<file path="src/rtl/ram_fifo_ctrl.sv">
// Valid/ready byte FIFO controller wrapping a 16x8 dual-port RAM with registered d_out.
// Push-to-m_valid latency 2 cycles; s_ready drops when full or when a read wins arbitration.
// Optional almost_full/almost_empty outputs under RAM_FIFO_CTRL_ALMOST_EN.
module ram_fifo_ctrl #(
    parameter int WIDTH     = 8,
    parameter int DEPTH     = 16,
    parameter int AW        = 4,
    parameter int AF_THRESH = 12
) (
    input  logic             clk,
    input  logic             rst,
    input  logic [WIDTH-1:0] s_data_i,
    input  logic             s_valid_i,
    output logic             s_ready_o,
    output logic [WIDTH-1:0] m_data_o,
    output logic             m_valid_o,
    input  logic             m_ready_i,
    output logic [WIDTH-1:0] ram_d_in_o,
    output logic [AW-1:0]    ram_wr_addr_o,
    output logic [AW-1:0]    ram_re_addr_o,
    output logic             ram_wr_o,
    output logic             ram_re_o,
    input  logic [WIDTH-1:0] ram_d_out_i,
    output logic [AW:0]      level_o,
    output logic             full_o,
    output logic             empty_o
`ifdef RAM_FIFO_CTRL_ALMOST_EN
    ,
    output logic             almost_full_o,
    output logic             almost_empty_o
`endif
);

    localparam logic [AW:0] DEPTH_C = (AW+1)'(DEPTH);

    logic [AW-1:0] wr_ptr_q, wr_ptr_d;
    logic [AW-1:0] rd_ptr_q, rd_ptr_d;
    logic [AW:0]   count_q, count_d;
    logic          m_valid_q, m_valid_d;
    logic          prio_q, prio_d;

    logic wr_elig, rd_elig, grant_wr, grant_rd;

    always_comb begin
        wr_elig  = s_valid_i && (count_q < DEPTH_C);
        rd_elig  = (count_q != '0) && (!m_valid_q || m_ready_i);
        // prio: 0 favours the write side, 1 the read side, only when both compete
        grant_wr = !rst && wr_elig && (!rd_elig || !prio_q);
        grant_rd = !rst && rd_elig && (!wr_elig || prio_q);
    end

    always_comb begin
        wr_ptr_d  = grant_wr ? wr_ptr_q + 1'b1 : wr_ptr_q;
        rd_ptr_d  = grant_rd ? rd_ptr_q + 1'b1 : rd_ptr_q;
        count_d   = count_q;
        if (grant_wr) count_d = count_q + 1'b1;
        if (grant_rd) count_d = count_q - 1'b1;
        m_valid_d = grant_rd ? 1'b1 : (m_ready_i ? 1'b0 : m_valid_q);
        prio_d    = (wr_elig && rd_elig) ? !prio_q : prio_q;
    end

    always_ff @(posedge clk) begin
        if (rst) begin
            wr_ptr_q  <= '0;
            rd_ptr_q  <= '0;
            count_q   <= '0;
            m_valid_q <= 1'b0;
            prio_q    <= 1'b0;
        end else begin
            wr_ptr_q  <= wr_ptr_d;
            rd_ptr_q  <= rd_ptr_d;
            count_q   <= count_d;
            m_valid_q <= m_valid_d;
            prio_q    <= prio_d;
        end
    end

    assign s_ready_o     = !rst && (count_q < DEPTH_C) && !(rd_elig && prio_q);
    assign ram_d_in_o    = s_data_i;
    assign ram_wr_addr_o = wr_ptr_q;
    assign ram_re_addr_o = rd_ptr_q;
    assign ram_wr_o      = grant_wr;
    assign ram_re_o      = grant_rd;
    // The RAM holds d_out until the next re, so the head entry stays stable under stall.
    assign m_data_o      = ram_d_out_i;
    assign m_valid_o     = m_valid_q;
    assign level_o       = count_q + {{AW{1'b0}}, m_valid_q};
    assign full_o        = (count_q == DEPTH_C);
    assign empty_o       = (level_o == '0);

`ifdef RAM_FIFO_CTRL_ALMOST_EN
    assign almost_full_o  = !rst && (level_o >= (AW+1)'(AF_THRESH));
    assign almost_empty_o = rst || (level_o <= (AW+1)'(1));
`else
    // AF_THRESH has no effect without the almost flags.
    if (AF_THRESH < 0) begin : g_af_unused
    end
`endif

endmodule
</file>
<file path="config.mk">
export PLATFORM = sky130hd
export DESIGN_NAME = ram_fifo_ctrl
export DESIGN_NICKNAME = d
export VERILOG_FILES = /design/src/rtl/ram_fifo_ctrl.sv
export SDC_FILE = /design/constraint.sdc
export NUM_CORES = 1
export LEC_CHECK = 0
export BUFFER_PORTS_ARGS = -buffer_cell sky130_fd_sc_hd__buf_2
export CORE_AREA = 4 4 53 65
export CTS_CLUSTER_SIZE = 24
export DETAILED_ROUTE_END_ITERATION = 10
export DIE_AREA = 0 0 57 69
export PLACE_DENSITY = 0.68
export SLEW_MARGIN = 0
export SYNTH_ARGS = -nofsm -noshare
export SYNTH_HDL_FRONTEND = slang
export SYNTH_SLANG_ARGS = --single-unit
</file>
<file path="constraint.sdc">
create_clock -name clk -period 3.45 [get_ports clk]
set_input_delay 0.345 -clock clk [delete_from_list [all_inputs] [get_ports clk]]
set_output_delay 0.345 -clock clk [all_outputs]
set_load 0.005 [all_outputs]
</file>
==> metrics.yaml <==
cts:
  cts_made_buffers: 3
  ctsResizeCount: 0
  clk-insertion-delay-late_ns: 0.28
  cts_setup_buffers: 0
  clock_path_buffers: 2
  cts-root-buf: "clkbuf_4"
  clkSinkCount: 15
  cts_hold_buf: 0
  cts.clk_slew.worst_paths_ns: 0.09
  htree_levels: 1
  cts_tree: "built"
logic_synthesis:
  yosysSeqAreaShare_pct: 29.5
  synth_cell_types: 33
  syn_area_mm2: 0.00102
  ys_ff_latch: 15
  syn_avg_cell_area_um2: 8.55
  syn_inst: 119
  syn-num-nets: 147
  yosys_warnings: 0
finish:
  layout_commonest_cell: "buf_2"
  syn_to_final_growth_pct: 4.31
  final_cells: 159
  final_area_mm2: 0.00106
  finalNetCount: 154
  post-route-util_pct: 38.1
  final_cell_mix: "22 x buf_2, 15 x dfxtp_1, 11 x nor2_1"
  fillCellCount: 303
  drive_gt1_share_pct: 24.0
  n_antenna_cell: 0
pwr:
  p_sw_share_pct: 41.4
  p_clk_share_pct: 11.8
  peakVddDrop_mv: 0.244
  p_leak_nw: 0.505
  p_per_area_mw_per_mm2: 792
  netSwitchingPower_w: 0.000348
  p_int_w: 0.000492
  seq_power_share_pct: 35.4
  combPwrFrac_pct: 52.8
grt:
  met2_usage_pct: 20.6
  grt_util_all_layers_pct: 11.9
  grt-ovfl-total: 0
  busiest_layer: "met2"
  grt_pass1_wl_mm: 3.80
  use_met3_pct: 2.61
  grt_pass1_vias: 843
  grt_max_degree: 23
  antenna_found_initial: 0
  grt_use_met1_pct: 13.1
setup_path:
  crit_family: "simple AND/OR/NAND/NOR gates"
  cp_slowest_cell: "or4_4"
  cp-start-kind: "flop"
  critical-path-max-stage-delay_ns: 0.59
  path_cells: "or4_4 > and3_2 > nor2_1 > nor2_1 > fa_1 > a21o_1 > a21oi_1 > a21oi_1 > a221oi_1"
  critical_path_required_ns: 3.64
  cp_max_fo: 7
  crit_type: "reg2reg"
  worst-path-buf-inv: 0
  endpoint_kind: "flop"
  crit_arrival_ns: 3.06
sta:
  period_needed_ns: 2.87
  finalSetupTns_ns: 0
  worst_slew_pin_slew_ns: 0.583
  finalHoldViolCount: 0
  drv_slew: 0
  rsz0062_at_grt: "no"
  fin_worst_skew_ns: 0.00720
  period_share_pct: 83.1
  finalSetupViolCount: 0
  slew_headroom_pct: 61.2
  clock.fmax_mhz: 349
  setup_ws_ns: 0.584
floorplan:
  die-area_mm2: 0.00393
  fp.coreArea_mm2: 0.00279
  start_util_pct: 36.5
  io_pins: 55
  die_height_um: 69
  die_w_um: 57
  rows: 21
placed_design:
  portBuffers: 22
  gp_congestion: 0.778
  dp_cells: 155
  placed_area_mm2: 0.00103
  dp_slack_ns: 0.638
  hpwl_mm: 1.66
drt:
  drt-total-wl_mm: 2.12
  num_vias: 818
  drt_pre_antenna_iters: 4
  first_iter_violations: 29
  drc: 0
  routedWlPerCell_um: 13.3
  antenna_left: 0
  vias_per_cell: 5.14
run_status:
  status: "finished, final reports clean"
run:
  max-cap-violations: 0
hold_path:
  hold_class: "in2reg"
per-stage QoR:
step                      hold WS, ns  total power, W
after detailed placement        0.490        0.000748
after floorplan                 0.474        0.000623
after CTS                       0.381        0.000850
after global routing            0.413        0.000930
final                           0.398        0.000840
after global placement          0.467        0.000733
path summary, 6_finish.rpt:
path                 endpoint             start  slack, ns  cells past startpoint
max                count_q[4]        count_q[2]       0.58                      9
min                count_q[4]         s_valid_i       0.40                      3
max reg2reg        count_q[4]        count_q[2]       0.58                      9
min reg2reg  ram_wr_addr_o[1]  ram_wr_addr_o[1]       0.51                      2
cell usage after synthesis, drive strengths merged:
master	number	area (um^2)
buf	16	120
dfxtp	15	300
nor2	11	41.3
a21oi	9	45.0
nand3	8	40.0
xnor2	8	70.1
ha	7	87.6
clkbuf	4	15.0
a21o	3	22.5
nand2	3	11.3
nand2b	3	18.8
nor2b	3	18.8
o21ai	3	15.0
and2	2	12.5
inv	2	7.51
mux2	2	22.5
nor3	2	10.0
nor3b	2	15.0
or3	2	12.5
a211oi	1	7.51
a221oi	1	8.76
a22oi	1	7.51
a311o	1	10.0
a31o	1	8.76
a31oi	1	6.26
and3	1	7.51
fa	1	20.0
mux2i	1	10.0
nand3b	1	7.51
nor4	1	6.26
or4	1	11.3
or4bb	1	11.3
xor2	1	8.76
power by group through the flow:
stage / combinational (W) / clock [W] / sequential [W]
floorplan: 0.000342 / 0 / 0.000281
global placement: 0.000437 / 0 / 0.000295
detailed placement: 0.000448 / 0 / 0.000301
CTS: 0.000449 / 0.000104 / 0.000297
global route: 0.000510 / 0.000111 / 0.000309
finish: 0.000444 / 0.0000993 / 0.000297
final cells by class:
class                   count  area [um^2]  area share [%]
multi-input cells          82          574            54.1
flip-flops and latches     15          300            28.3
repair buffers             22          110            10.4
well taps                  34         42.5            4.01
clock buffers               4         26.3            2.48
inverters                   2         7.51           0.708
state kept, by name, summed over array words and instances (netlist names):
register,cells
ram_re_addr_o,4
ram_wr_addr_o,4
count_q,5
m_valid_o,1
prio_q,1
worst min-delay path, cell delays in order:
cell      delay [ns]
buf_2           0.13
nand3b_1        0.08
a221oi_1        0.07
cell families after synthesis:
logic type	after synthesis	share of synthesized area [%]
buffers and inverters	22	14.0
AOI/OAI and AO/OA	21	12.9
DFF	15	29.5
xor gates and xnor gates	9	7.75
adders and majority gates	8	10.6
and+or+nand+nor	41	22.0
muxes	3	3.20
metal layers:
| metal | wire length, um | up-vias |
|---|---|---|
| met2 | 1130 | 18 |
| met3 | 118 | 8 |
| met4 | 31 | 0 |
| met1 | 834 | 383 |
| met5 | 0 | - |
| li1 | - | 409 |
Note: power is estimated with default switching activity, not from simulation.
